## src/rtl/seq_muldiv_32.sv

```systemverilog
// Iterative 32-bit unsigned multiply / restoring divide driving the shared ALU adder.
// Division datapath is built only when SEQ_MULDIV_DIV_EN is defined; otherwise op=1 returns err.
module seq_muldiv_32 (
    input  logic        clk,
    input  logic        rst_n,
    input  logic        start,
    input  logic        op,
    input  logic [31:0] a,
    input  logic [31:0] b,
    output logic        busy,
    output logic        done,
    output logic [31:0] hi,
    output logic [31:0] lo,
    output logic        err,
    output logic [31:0] as_x,
    output logic [31:0] as_y,
    output logic        as_sub,
    input  logic [31:0] as_s
);

    typedef enum logic [1:0] {S_IDLE, S_RUN, S_DONE} state_t;

    state_t      state_q, state_d;
    logic [4:0]  cnt_q, cnt_d;
    logic [31:0] acc_q, acc_d;   // P for MUL, R for DIV
    logic [31:0] q_q, q_d;
    logic [31:0] m_q, m_d;       // M for MUL, D for DIV
    logic [31:0] hi_q, hi_d;
    logic [31:0] lo_q, lo_d;
    logic        err_q, err_d;
    logic        carry;
`ifdef SEQ_MULDIV_DIV_EN
    logic        op_q, op_d;
`endif

    // Adder carry-out rebuilt from operand and sum MSBs.
    assign carry = (as_x[31] & (as_y[31] ^ as_sub))
                 | ((as_x[31] | (as_y[31] ^ as_sub)) & ~as_s[31]);

    always_comb begin
        as_x   = '0;
        as_y   = '0;
        as_sub = 1'b0;
        if (state_q == S_RUN) begin
            as_x = acc_q;
            as_y = m_q;
`ifdef SEQ_MULDIV_DIV_EN
            if (op_q) begin
                as_x   = {acc_q[30:0], q_q[31]};
                as_sub = 1'b1;
            end
`endif
        end
    end

    always_comb begin
        state_d = state_q;
        cnt_d   = cnt_q;
        acc_d   = acc_q;
        q_d     = q_q;
        m_d     = m_q;
        hi_d    = hi_q;
        lo_d    = lo_q;
        err_d   = err_q;
`ifdef SEQ_MULDIV_DIV_EN
        op_d    = op_q;
`endif
        case (state_q)
            S_IDLE: begin
                if (start) begin
                    cnt_d = '0;
                    acc_d = '0;
`ifdef SEQ_MULDIV_DIV_EN
                    op_d = op;
                    if (op) begin
                        q_d = a;
                        m_d = b;
                        if (b == '0) begin
                            state_d = S_DONE;
                            hi_d    = a;
                            lo_d    = '1;
                            err_d   = 1'b1;
                        end else begin
                            state_d = S_RUN;
                        end
                    end else begin
                        q_d     = b;
                        m_d     = a;
                        state_d = S_RUN;
                    end
`else
                    if (op) begin
                        state_d = S_DONE;
                        hi_d    = '0;
                        lo_d    = '0;
                        err_d   = 1'b1;
                    end else begin
                        q_d     = b;
                        m_d     = a;
                        state_d = S_RUN;
                    end
`endif
                end
            end
            S_RUN: begin
                cnt_d = cnt_q + 5'd1;
`ifdef SEQ_MULDIV_DIV_EN
                if (op_q) begin
                    // Shifted remainder with bit 32 set always exceeds D.
                    if (acc_q[31] | carry) begin
                        acc_d = as_s;
                        q_d   = {q_q[30:0], 1'b1};
                    end else begin
                        acc_d = as_x;
                        q_d   = {q_q[30:0], 1'b0};
                    end
                end else
`endif
                if (q_q[0]) begin
                    {acc_d, q_d} = {carry, as_s, q_q[31:1]};
                end else begin
                    {acc_d, q_d} = {1'b0, acc_q, q_q[31:1]};
                end
                if (cnt_q == 5'd31) begin
                    state_d = S_DONE;
                    hi_d    = acc_d;
                    lo_d    = q_d;
                    err_d   = 1'b0;
                end
            end
            S_DONE: begin
                state_d = S_IDLE;
            end
            default: begin
                state_d = S_IDLE;
            end
        endcase
    end

    always_ff @(posedge clk or negedge rst_n) begin
        if (!rst_n) begin
            state_q <= S_IDLE;
            cnt_q   <= '0;
            acc_q   <= '0;
            q_q     <= '0;
            m_q     <= '0;
            hi_q    <= '0;
            lo_q    <= '0;
            err_q   <= 1'b0;
`ifdef SEQ_MULDIV_DIV_EN
            op_q    <= 1'b0;
`endif
        end else begin
            state_q <= state_d;
            cnt_q   <= cnt_d;
            acc_q   <= acc_d;
            q_q     <= q_d;
            m_q     <= m_d;
            hi_q    <= hi_d;
            lo_q    <= lo_d;
            err_q   <= err_d;
`ifdef SEQ_MULDIV_DIV_EN
            op_q    <= op_d;
`endif
        end
    end

    assign busy = (state_q != S_IDLE);
    assign done = (state_q == S_DONE);
    assign hi   = hi_q;
    assign lo   = lo_q;
    assign err  = err_q;

endmodule

```

## config.mk

```make
export PLATFORM = sky130hd
export DESIGN_NAME = seq_muldiv_32
export DESIGN_NICKNAME = d
export VERILOG_FILES = /design/src/rtl/seq_muldiv_32.sv
export SDC_FILE = /design/constraint.sdc
export NUM_CORES = 1
export LEC_CHECK = 0
export ABC_CLOCK_PERIOD_IN_PS = 3370
export CAP_MARGIN = 20
export CORE_ASPECT_RATIO = 1.25
export CORE_MARGIN = 4
export CORE_UTILIZATION = 52
export DETAILED_ROUTE_END_ITERATION = 7
export PLACE_DENSITY = 0.95
export SYNTH_ARGS = -nofsm -noshare
export SYNTH_HDL_FRONTEND = slang
export SYNTH_SLANG_ARGS = --single-unit
```

## constraint.sdc

```tcl
create_clock -name clk -period 3.37 [get_ports clk]
set_input_delay 0.5055 -clock clk [delete_from_list [all_inputs] [get_ports clk]]
set_output_delay 0.5055 -clock clk [all_outputs]
set_load 0.1 [all_outputs]
```

After elaboration in Yosys (flattened, before gate mapping)
Index checks and enable logic that the tools add are counted.
{ "totals": {"wordCells": 55, "rom_bits": 0, "latch_bits": 0, "ramBits": 0, "mem_count": 0, "register_bits": 168} }
{ "op_classes": {"shift": 0, "div_mod_pow": 0, "order_cmp": 0, "reduce_logical": 8, "mul": 0, "n_eq_ne": 7, "addsub": 1, "bitwise": 6, "muxes": 25} }
{ "op_table": {"columns": ["op", "count"], "rows": [
  ["2-to-1 mux 32 bit", 11],
  ["one-hot mux 32 bit (2 select lines)", 4],
  ["one-hot mux 5 bit (2 select lines)", 1],
  ["2-to-1 mux 2 bit", 3],
  ["inequality test 2 bit, second input constant", 3],
  ["AND reduction 3 bit", 2],
  ["adder 5 x 1 -> 5 bit, second input constant", 1],
  ["== test 5 bit, second input constant", 1],
  ["2-to-1 mux 5 bit", 1],
  ["one-hot mux 2 bit (2 select lines)", 1],
  ["AND reduction 2 bit", 2],
  ["AND reduction 4 bit", 1],
  ["nonzero test 2 bit", 2],
  ["2-to-1 mux 1 bit", 3],
  ["bitwise AND 1 bit", 2],
  ["== test 2 x 1 -> 1 bit, second input constant", 1],
  ["== test 2 bit, second input constant", 1],
  ["logical NOT 2 bit", 1],
  ["inequality test 2 x 1 -> 1 bit, second input constant", 1],
  ["NOT 1 bit", 2],
  ["bitwise OR 1 bit", 2],
  ["one-hot mux 1 bit (2 select lines)", 1]
]} }

Longest topological paths before layout
{ "depth": {"ltp_word": 8, "mapped_depth": 7, "mapped_depth_nobuf": 6} }

Least setup slack after synthesis
Ideal clock, no wire load.
{ "synth_timing": {"path_kind": "register -> output", "startpoint": "register state_q[1]", "endpoint": "output port done", "path_buffers": 2, "stages_incl_launch_ff": 5, "t_arrival_ns": 2.117, "path_slack_ns": 0.747, "required_ns": 2.864, "path_cell_list": "dfrtp_1 buf_6 clkinv_1 clkbuf_1 nor2_1"} }
{ "synth_between": {"elab_chain_cells": 1} }
{ "synth_lines": {"columns": ["element", "line", "source"], "rows": [
  ["start, declared", "23", "state_t state_q, state_d;"],
  ["start signal, assigned", "154", "state_q <= state_d;"],
  ["== test 2 bit", "169", "assign done = (state_q == S_DONE);"],
  ["end, declared", "11", "output logic done,"]
]} }
Every way passes these cells.

Final worst setup path
{ "layout_timing": {"startpoint": "register state_q[1]", "endpoint": "output port as_y[27]"} }
{ "layout_between": {"elab_chain_cells": 2} }
{ "layout_lines": {"columns": ["element", "line", "source"], "rows": [
  ["== test 2 x 1 -> 1 bit", "44", "if (state_q == S_RUN) begin"],
  ["2-to-1 mux 32 bit", "44", null],
  ["end, declared", "16", "output logic [31:0] as_y,"]
]} }
Every way passes these cells.

==> results.cfg <==
[critical_path]
crit_arrival_ns = 2.24
crit_top_cell = buf_4
crit_required_ns = 2.86
critical_path_class = flop to output pin
endpoint_kind = output pin
critPathMaxStageDelay_ns = 0.50
crit_path_start_kind = flop
cp_slowest_cell = dfrtp_1
cp_max_fo = 35
cp_cell_sequence = nor2b_4, buf_4, buf_4, and2_1, buf_12

[global_route]
grt_overflow = 0
antenna_found_initial = 0
grt_start_max_net_pins = 75
grt_use_total = 0.2498
grt_pass1_vias = 6309
grt_pass1_wl_mm = 34.24

[logic_synthesis]
synth_ff_type = dfrtp_1
syn_nets = 734
ys_ff_latch = 168
synth_area_sq_mm = 0.007934
synthCells = 632
synth_edf_count = 0
ys_warn_count = 0
async_flop_share = 1.000
yosysUniqueCellTypes = 36
ys_seq_area_frac = 0.5299
syn_area_per_cell_sq_um = 12.55

[timing]
fmax_mhz = 363.7
fin_worst_skew_ns = 0.006409
timing.final.crit_share = 0.8158
final_hold_viol_count = 0
report.final.slew_viol_count = 0
rsz0062_at_grt = false
final-setup-viol-count = 0
worst_slew_pin_slew_ns = 1.140
slew_headroom = 0.2402
fin_crit_ns = 2.749
setup_tns_ns = 0

[floorplan]
dieArea_sq_mm = 0.01731
coreArea_sq_mm = 0.01495
die_x_um = 118.5
io_pins = 232
die_height_um = 146.1
start_util = 0.5306
fp-row-count = 50

[route]
drt_iter0_drc = 403
dr.pass1.iters = 4
wire_per_inst_um = 20.16
final_antenna_net_count = 0
drt-vias-per-instance = 5.448
drt-total-wl_mm = 21.03
vias = 5682
drc = 0

[clock_network]
root_buffer = clkbuf_16
cts_resized = 0
cts_num_sinks = 168
cts_max_level = 4
cts_buffers = 17
cts-hold-fix-buffers = 0
insertion_delay_ns = 0.42
cts_tree = yes
cts_setup_buffers = 0
clk_pin_slew_ns = 0.06
cts.path.max_buffers = 2

[finish]
nets = 950
design_area_sq_mm = 0.01149
n_fill_cell = 857
final_common_cell = dfrtp_1
multi_input_area_sq_mm = 0.003352
regArea_sq_mm = 0.004205
drive_gt1_frac = 0.2660
layout_common_cells = 167 x dfrtp_1, 160 x clkdlybuf4s50_1, 64 x and2_1
syn_to_final_growth_pct = 44.87
antenna_cells = 0

[status]
outcome = completed

[place]
post-dp-hpwl_mm = 14.94
placedInstanceArea_sq_mm = 0.01085
gp_congestion = 0.7870
portBuffers = 230

[job]
cap_violations = 0

[worst_hold_path]
min_path_type = input pin to async pin
critical path: cells and delay by family (launching register included):
kind / cells / cell delay (ns)
buffers and inverters: 3 / 0.88
DFF: 1 / 0.50
and+or+nand+nor: 2 / 0.43
area by class of cell:
| cell class | instances | share of cell area |
|---|---|---|
| multi-input combinational | 381 | 0.2916 |
| inverter | 38 | 0.01241 |
| timing repair buffer | 242 | 0.2542 |
| clock inverter | 12 | 0.01720 |
| clock buffer | 20 | 0.03886 |
| tap | 182 | 0.01981 |
| sequential | 168 | 0.3659 |
final timing paths:
| check | startpoint | endpoint | slack (ns) | depth (start not counted) |
|---|---|---|---|---|
| max in group asynchronous | rst_n | m_q[17] | 2.40 | 2 |
| min reg2reg | acc_q[27] | acc_q[27] | 0.50 | 1 |
| max | state_q[1] | as_y[27] | 0.62 | 5 |
| min | rst_n | lo[8] | 0.1 | 1 |
| min in group clk | acc_q[27] | acc_q[27] | 0.50 | 1 |
| max reg2reg | state_q[1] | hi[29] | 1.09 | 5 |
per-layer routing:
metal | vias up | global-route usage | part of all wire
li1 | 2575 | - | -
met5 | - | 0 | 0
met2 | 201 | 0.4320 | 0.52
met3 | 46 | 0.05657 | 0.055
met1 | 2860 | 0.2970 | 0.39
met4 | 0 | 0.1142 | 0.033
sequential cells by signal, indices dropped and copies added, names as in the netlist:
name / cells
hi: 32
acc_q: 32
m_q: 32
err: 1
q_q: 32
cnt_q: 5
lo: 32
state_q: 2
stage by stage:
step	util	cells	hold slack (ns)	setup slack [ns]
after floorplan	-	632	0.2099	0.7471
after detailed placement	0.7256	1011	0.4872	0.6325
after global routing	0.7687	1043	0.1307	0.5256
final	0.7687	1043	0.09615	0.6206
after CTS	0.7687	1043	0.1107	0.5874
after global placement	0.7256	1011	0.4710	0.6921
synth_stat cells, types with 4 or more instances:
library cell / number / area share
nand4_1: 16 / 0.013
nand2_1: 4 / 0.0019
mux2_2: 51 / 0.072
dfrtp_1: 168 / 0.53
buf_6: 10 / 0.014
inv_1: 37 / 0.018
clkbuf_1: 12 / 0.0057
mux2i_1: 63 / 0.079
buf_2: 16 / 0.010
mux2_4: 58 / 0.11
a21o_1: 31 / 0.029
o21ai_0: 20 / 0.013
clkbuf_2: 4 / 0.0025
nor2_1: 49 / 0.023
and2_1: 64 / 0.050
kinds of logic (layout without fill, tap and decap cells):
kind of cell	count (synthesis)	in the layout	share of synthesized area
AOI/OAI and AO/OA	62	62	0.05378
other	1	1	0.0004727
buffers and inverters	83	312	0.05283
muxes	174	174	0.2645
DFF	168	168	0.5299
and+or+nand+nor	141	141	0.09415
adders and majority gates	3	3	0.004415
Power is left out: the tool's default activity adds up to more than one toggle a clock period on the data nets, which glitch-free logic cannot reach.
